## src/rtl/branch_history_table_if.sv

```systemverilog
// Fetch/execute-facing signal bundle of the branch history table.
// master drives requests (pipeline side), slave is the table itself.
interface branch_history_table_if #(
  parameter int CNT_BITS = 16
);
  logic                flush;
  logic                lookup_en;
  logic [31:0]         lookup_pc;
  logic                pred_valid;
  logic                pred_taken;
  logic                update_en;
  logic [31:0]         update_pc;
  logic                update_taken;
  logic                update_mispred;
  logic                busy;
  logic [CNT_BITS-1:0] mispred_count;

  modport master (
    output flush, lookup_en, lookup_pc, update_en, update_pc, update_taken, update_mispred,
    input  pred_valid, pred_taken, busy, mispred_count
  );
  modport slave (
    input  flush, lookup_en, lookup_pc, update_en, update_pc, update_taken, update_mispred,
    output pred_valid, pred_taken, busy, mispred_count
  );
endinterface

```

## src/rtl/branch_history_table.sv

```systemverilog
// 2-bit saturating branch predictor table with sequenced clear and
// a saturating mispredict counter. One lookup and one update per cycle.
module branch_history_table #(
  parameter int IDX_BITS = 6,
  parameter int CNT_BITS = 16
) (
  input logic               clk,
  input logic               rst,
  branch_history_table_if.slave bus
);
  localparam int ENTRIES = 2 ** IDX_BITS;

  typedef enum logic {CLEAR, RUN} state_t;

  state_t              state, state_nxt;
  logic [IDX_BITS-1:0] clr_idx, clr_nxt;
  logic [1:0]          tbl [ENTRIES];

  logic [IDX_BITS-1:0] lk_idx, upd_idx;
  logic [1:0]          upd_cur, upd_cnt, lk_cnt;
  logic                run_ok, upd_fire, lk_fire;
  logic                pred_valid, pred_taken;
  logic [CNT_BITS-1:0] mis_cnt;

  assign lk_idx  = bus.lookup_pc[IDX_BITS+1:2];
  assign upd_idx = bus.update_pc[IDX_BITS+1:2];

  // Flush wins over anything issued in the same cycle.
  assign run_ok   = (state == RUN) && !bus.flush && !rst;
  assign upd_fire = run_ok && bus.update_en;
  assign lk_fire  = run_ok && bus.lookup_en;

  assign upd_cur = tbl[upd_idx];
  always_comb begin
    upd_cnt = upd_cur;
    if (bus.update_taken) begin
      if (upd_cur != 2'b11) upd_cnt = upd_cur + 2'd1;
    end else begin
      if (upd_cur != 2'b00) upd_cnt = upd_cur - 2'd1;
    end
  end

  // Same-index update bypasses into the prediction.
  assign lk_cnt = (upd_fire && upd_idx == lk_idx) ? upd_cnt : tbl[lk_idx];

  always_comb begin
    state_nxt = state;
    clr_nxt   = clr_idx;
    case (state)
      CLEAR: begin
        if (bus.flush) begin
          clr_nxt = '0;
        end else begin
          clr_nxt = clr_idx + 1'b1;
          if (clr_idx == IDX_BITS'(ENTRIES - 1)) state_nxt = RUN;
        end
      end
      RUN: begin
        if (bus.flush) begin
          state_nxt = CLEAR;
          clr_nxt   = '0;
        end
      end
      default: begin
        state_nxt = CLEAR;
        clr_nxt   = '0;
      end
    endcase
  end

  always_ff @(posedge clk) begin
    if (rst) begin
      state   <= CLEAR;
      clr_idx <= '0;
    end else begin
      state   <= state_nxt;
      clr_idx <= clr_nxt;
    end
  end

  always_ff @(posedge clk) begin
    if (state == CLEAR && !rst) tbl[clr_idx] <= 2'b00;
    else if (upd_fire)          tbl[upd_idx] <= upd_cnt;
  end

  always_ff @(posedge clk) begin
    if (rst) begin
      pred_valid <= 1'b0;
      pred_taken <= 1'b0;
      mis_cnt    <= '0;
    end else begin
      pred_valid <= lk_fire;
      if (lk_fire) pred_taken <= lk_cnt[1];
      if (upd_fire && bus.update_mispred && mis_cnt != '1) mis_cnt <= mis_cnt + 1'b1;
    end
  end

  assign bus.pred_valid    = pred_valid;
  assign bus.pred_taken    = pred_taken;
  assign bus.busy          = (state == CLEAR);
  assign bus.mispred_count = mis_cnt;

  logic unused_pc_bits;
  assign unused_pc_bits = ^{bus.lookup_pc[31:IDX_BITS+2], bus.lookup_pc[1:0],
                            bus.update_pc[31:IDX_BITS+2], bus.update_pc[1:0]};
endmodule
```

## src/flat_wrapper.sv

```systemverilog
// flat-port wrapper written by rule: the top's interface ports become plain ports
module branch_history_table_flat 
#(
  parameter int IDX_BITS = 6,
  parameter int CNT_BITS = 16
)
  (clk, rst, bus_flush, bus_lookup_en, bus_lookup_pc, bus_update_en, bus_update_pc, bus_update_taken, bus_update_mispred, bus_pred_valid, bus_pred_taken, bus_busy, bus_mispred_count);
  branch_history_table_if #(.CNT_BITS(CNT_BITS)) bus_i ();
  input logic clk;
  input logic rst;
  input wire logic [$bits(bus_i.flush)-1:0] bus_flush;
  input wire logic [$bits(bus_i.lookup_en)-1:0] bus_lookup_en;
  input wire logic [$bits(bus_i.lookup_pc)-1:0] bus_lookup_pc;
  input wire logic [$bits(bus_i.update_en)-1:0] bus_update_en;
  input wire logic [$bits(bus_i.update_pc)-1:0] bus_update_pc;
  input wire logic [$bits(bus_i.update_taken)-1:0] bus_update_taken;
  input wire logic [$bits(bus_i.update_mispred)-1:0] bus_update_mispred;
  output wire logic [$bits(bus_i.pred_valid)-1:0] bus_pred_valid;
  output wire logic [$bits(bus_i.pred_taken)-1:0] bus_pred_taken;
  output wire logic [$bits(bus_i.busy)-1:0] bus_busy;
  output wire logic [$bits(bus_i.mispred_count)-1:0] bus_mispred_count;
  assign bus_i.flush = bus_flush;
  assign bus_i.lookup_en = bus_lookup_en;
  assign bus_i.lookup_pc = bus_lookup_pc;
  assign bus_i.update_en = bus_update_en;
  assign bus_i.update_pc = bus_update_pc;
  assign bus_i.update_taken = bus_update_taken;
  assign bus_i.update_mispred = bus_update_mispred;
  assign bus_pred_valid = bus_i.pred_valid;
  assign bus_pred_taken = bus_i.pred_taken;
  assign bus_busy = bus_i.busy;
  assign bus_mispred_count = bus_i.mispred_count;
  branch_history_table #(.IDX_BITS(IDX_BITS), .CNT_BITS(CNT_BITS)) u_core (.clk(clk), .rst(rst), .bus(bus_i));
endmodule
```

## config.mk

```make
export PLATFORM = sky130hd
export DESIGN_NAME = branch_history_table_flat
export DESIGN_NICKNAME = d
export VERILOG_FILES = /design/src/rtl/branch_history_table_if.sv /design/src/rtl/branch_history_table.sv /design/src/flat_wrapper.sv
export SDC_FILE = /design/constraint.sdc
export NUM_CORES = 1
export LEC_CHECK = 0
export ABC_AREA = 1
export CORE_MARGIN = 2
export CORE_UTILIZATION = 45
export DETAILED_ROUTE_END_ITERATION = 7
export PLACE_DENSITY = 0.65
export SYNTH_ARGS = -nofsm -noshare
export SYNTH_HDL_FRONTEND = slang
export SYNTH_SLANG_ARGS = --single-unit
```

## constraint.sdc

```tcl
create_clock -name clk -period 4 [get_ports clk]
set_input_delay 0.6 -clock clk [delete_from_list [all_inputs] [get_ports clk]]
set_output_delay 0.6 -clock clk [all_outputs]
set_load 0.02 [all_outputs]
```

==> impl_summary.log <==
INFO  metric worst_hold_startpoint = u_core.bus.mispred_count[5]
INFO  metric timing.final.crit_share = 73.6%
INFO  metric cts_max_path_buffers = 2
INFO  metric worst_path_max_delay_cell = nand4_1
INFO  metric cts_num_sinks = 153
INFO  metric syn-instance-count = 861
INFO  metric ys_ff_latch = 153
INFO  metric cts_resized = 0
INFO  metric wl = 20.0 mm
INFO  metric ir_worst_vdd = 0.000326 V
INFO  metric timing.critical_path.buf_inv = 2
INFO  metric worstSetupPathType = in -> reg
INFO  metric first_global_vias = 5,897
INFO  metric synthXorXnorAreaFrac = 0.347%
INFO  metric powerDensity = 397 nW/um^2
INFO  metric worst_setup_hold_path_clk_slew = 60 ps
INFO  metric asyncSetResetFlopFracSynth = 0%
INFO  metric crit_chain = clkdlybuf4s50_1 -> nor2_8 -> nand3_4 -> nand2_1 -> o21ai_2 -> inv_2 -> nand4_1 -> nor2_1
INFO  metric synth_warnings = 0
INFO  metric gpl.final_weighted_congestion = 0.940
INFO  metric finish.net_count = 974
INFO  metric hold_violations = 0
INFO  metric grt_pass1_wl = 31.5 mm
INFO  metric finalMaxSlewViolations = 0
INFO  metric drtAntennaViolNets = 0
INFO  metric standard_cell_row_count = 47
INFO  metric dp_hpwl = 13.1 mm
INFO  metric insertedDiodeCount = 0
INFO  metric total_power_consumption_of_the_routed_design = 3480 uW
INFO  metric rsz0062_at_grt = false
INFO  metric antenna_found_initial = 0
INFO  metric synth-main-ff-cell = edfxtp_1
INFO  metric design.core.area = 16,500 um^2
INFO  metric worstPathMaxFanout = 16
INFO  metric portBuffers = 37
INFO  metric die_w = 134 um
INFO  metric cts-root-buf = clkbuf_16
INFO  metric tritoncts = done
INFO  metric timing_worst_slew_pin_value = 741 ps
INFO  metric critPathCaptureType = register
INFO  metric startpoint = bus_flush
INFO  metric crit_family = simple AND/OR/NAND/NOR gates
INFO  metric worstPathArrival = 3050 ps
INFO  metric min_path_type = reg -> reg
INFO  metric setup_viol_count_final = 0
INFO  metric seq_area = 4340 um^2
INFO  metric grt_remaining_overflow = 0
INFO  metric h_tree_level_count = 4
INFO  metric total_leakage_power = 0.00324 uW
INFO  metric time_the_final_worst_path_needs_with_i_o_delays_and_setup = 2940 ps
INFO  metric drt_iter0_markers = 531
INFO  metric fillCellCount = 1,543
INFO  metric timing.rr.start = u_core.state
INFO  metric synth_enable_flop_cells = 128
INFO  metric track_usage = 23.3%
INFO  metric relative_area_change_from_synthesis_to_final_layout = 15.8%
INFO  metric routed_via_density = 5.51
INFO  metric drt-wirelength-per-cell = 17.6 um
INFO  metric floorplan.io_pins = 90
INFO  metric die_height = 134 um
INFO  metric synth-compound-area-share = 5.69%
INFO  metric max_freq = 340 MHz
INFO  metric drive_above_1_share = 8.11%
INFO  metric postCtsSetupBuffers = 0
INFO  metric 1st_pass_router_iterations = 5
INFO  metric maxCapViolCount = 0
INFO  metric initial_utilization = 45.8%
INFO  metric netlist_area_pre_place = 7570 um^2
INFO  metric status = finished, final reports clean
INFO  metric cts.hold.buffers_added = 0
INFO  metric adder_cell_share_of_the_synthesized_area = 0.331%
INFO  metric pin_count_of_the_biggest_net_entering_global_routing = 66
INFO  metric post_synth_and_or_nand_nor_area_fraction = 31.5%
INFO  metric cts_inserted_buffers = 17
INFO  metric synth_top_family_by_area = simple AND/OR/NAND/NOR gates
INFO  metric timing.slew.headroom = 50.6%
INFO  metric clk_latency = 430 ps
INFO  metric synth_seq_area_share = 57.4%
INFO  metric synthesis.nets = 934
INFO  metric cpPeakStageDelay = 590 ps
INFO  metric multi_input_area = 2870 um^2
INFO  metric drt_drc_violations_left = 0
INFO  metric synth.mux.area_fraction = 0%
INFO  metric total_die_area = 17,900 um^2
INFO  metric final.setup_skew = 8.53 ps
INFO  metric worst_ep_required_time = 4110 ps
INFO  metric setup_total_neg_slack = 0 ps
INFO  metric cp-start-kind = primary input
INFO  metric post_syn_area_per_cell = 8.79 um^2
INFO  metric post_synth_num_cell_types = 42
INFO  metric via_count = 6,240
## stage by stage
| stage | util [%] | cell area [um^2] | hold WS (ps) | worst slack, ps | instances |
|---|---|---|---|---|---|
| 2_1_floorplan | - | 7570 | 450 | 131 | 861 |
| 3_3_place_gp | 49.8 | 8220 | 472 | 707 | 1102 |
| 3_5_place_dp | 49.8 | 8220 | 478 | 669 | 1102 |
| 4_1_cts | 53.1 | 8770 | 484 | 1100 | 1133 |
| 5_1_grt | 53.1 | 8770 | 513 | 904 | 1133 |
| 6_report | 53.1 | 8770 | 487 | 1060 | 1133 |
## tightest hold or removal path, cell delays in order, from the launching register on
cell and delay (ps):
dfxtp_1 320, inv_1 50, a221oi_1 60
## sequential cells by signal (all words and copies together) (netlist names)
| signal | cells |
|---|---|
| u_core.tbl | 128 |
| u_core.clr_idx | 6 |
| u_core.bus.mispred_count | 16 |
| u_core.state | 1 |
| u_core.bus.pred_taken | 1 |
| u_core.bus.pred_valid | 1 |
## synthesized netlist by cell type (2+ instances only)
library cell | instances | area (um^2)
nor3_2 | 2 | 20.0
edfxtp_1 | 128 | 3840
xnor2_1 | 2 | 17.5
o31ai_1 | 7 | 52.6
o21ai_0 | 25 | 125
nand3_1 | 143 | 716
dfxtp_1 | 25 | 500
nand3_2 | 2 | 20.0
clkinv_1 | 2 | 7.51
buf_2 | 16 | 80.1
buf_6 | 2 | 22.5
nand2_1 | 258 | 968
inv_2 | 5 | 18.8
clkbuf_1 | 17 | 63.8
o21ai_2 | 4 | 35.0
o21ai_1 | 2 | 10.0
a21oi_1 | 27 | 135
inv_1 | 39 | 146
nor2_1 | 102 | 383
ha_1 | 2 | 25.0
nor3_1 | 9 | 45.0
nand3_4 | 2 | 35.0
nand4_1 | 11 | 68.8
nor4_1 | 9 | 56.3
buf_1 | 3 | 11.3
## power by group
part / internal (uW) / leakage [uW] / total (uW) / switching [uW]
clock network: 908 / 0.000269 / 1510 / 604
logic: 86.4 / 0.00186 / 264 / 178
registers: 1710 / 0.00111 / 1710 / 1.78
## path summary, 6_finish.rpt
kind              cells after the start                     endpoint  slack [ps]
hold reg to reg                       2  u_core.bus.mispred_count[5]         490
setup reg to reg                      6            u_core.tbl[13][0]        1430
setup / recovery                      8            u_core.tbl[13][0]        1060
hold / removal                        2  u_core.bus.mispred_count[5]         490
## per-layer routing
layer / GRT usage, % / part of all wire (%)
met4: 9.75 / 2.4
met3: 3.65 / 7.6
met2: 37.1 / 47
met5: 0 / 0
met1: 31.8 / 43
## logic make-up after synthesis
kind of cell    Yosys count
compound gates           73
xor+xnor                  3
fa+ha+maj                 2
buf+inv                  86
flops                   153
simple gates            544
## cell type report
class / instances / area share [%]
sequential: 153 / 49.6
inverter: 47 / 2.03
clock inverter: 9 / 1.16
multi-input combinational: 622 / 32.8
timing repair buffer: 60 / 6.28
tap: 220 / 3.14
clock buffer: 22 / 5.07
## cell usage in the layout, fill, tap and decap left out, types with 2 or more instances in the layout
cell             count
o21ai_1              2
clkbuf_16           17
nand2_1            258
nand3_4              2
nor3_2               2
clkdlybuf4s50_1     36
ha_1                 2
xnor2_1              2
inv_2                5
a21oi_1             26
edfxtp_1           128
nor3_1               9
nand3_1            143
o21ai_0             25
bufinv_16            2
nand4_1             11
clkbuf_1             5
clkinv_1             3
o31ai_1              7
clkinv_2             5
buf_4               22
nor2_1             102
nand3_2              2
nor4_1               9
clkinv_4             2
inv_1               39
o21ai_2              4
dfxtp_1             25
Note: power is estimated with default switching activity, not from simulation.
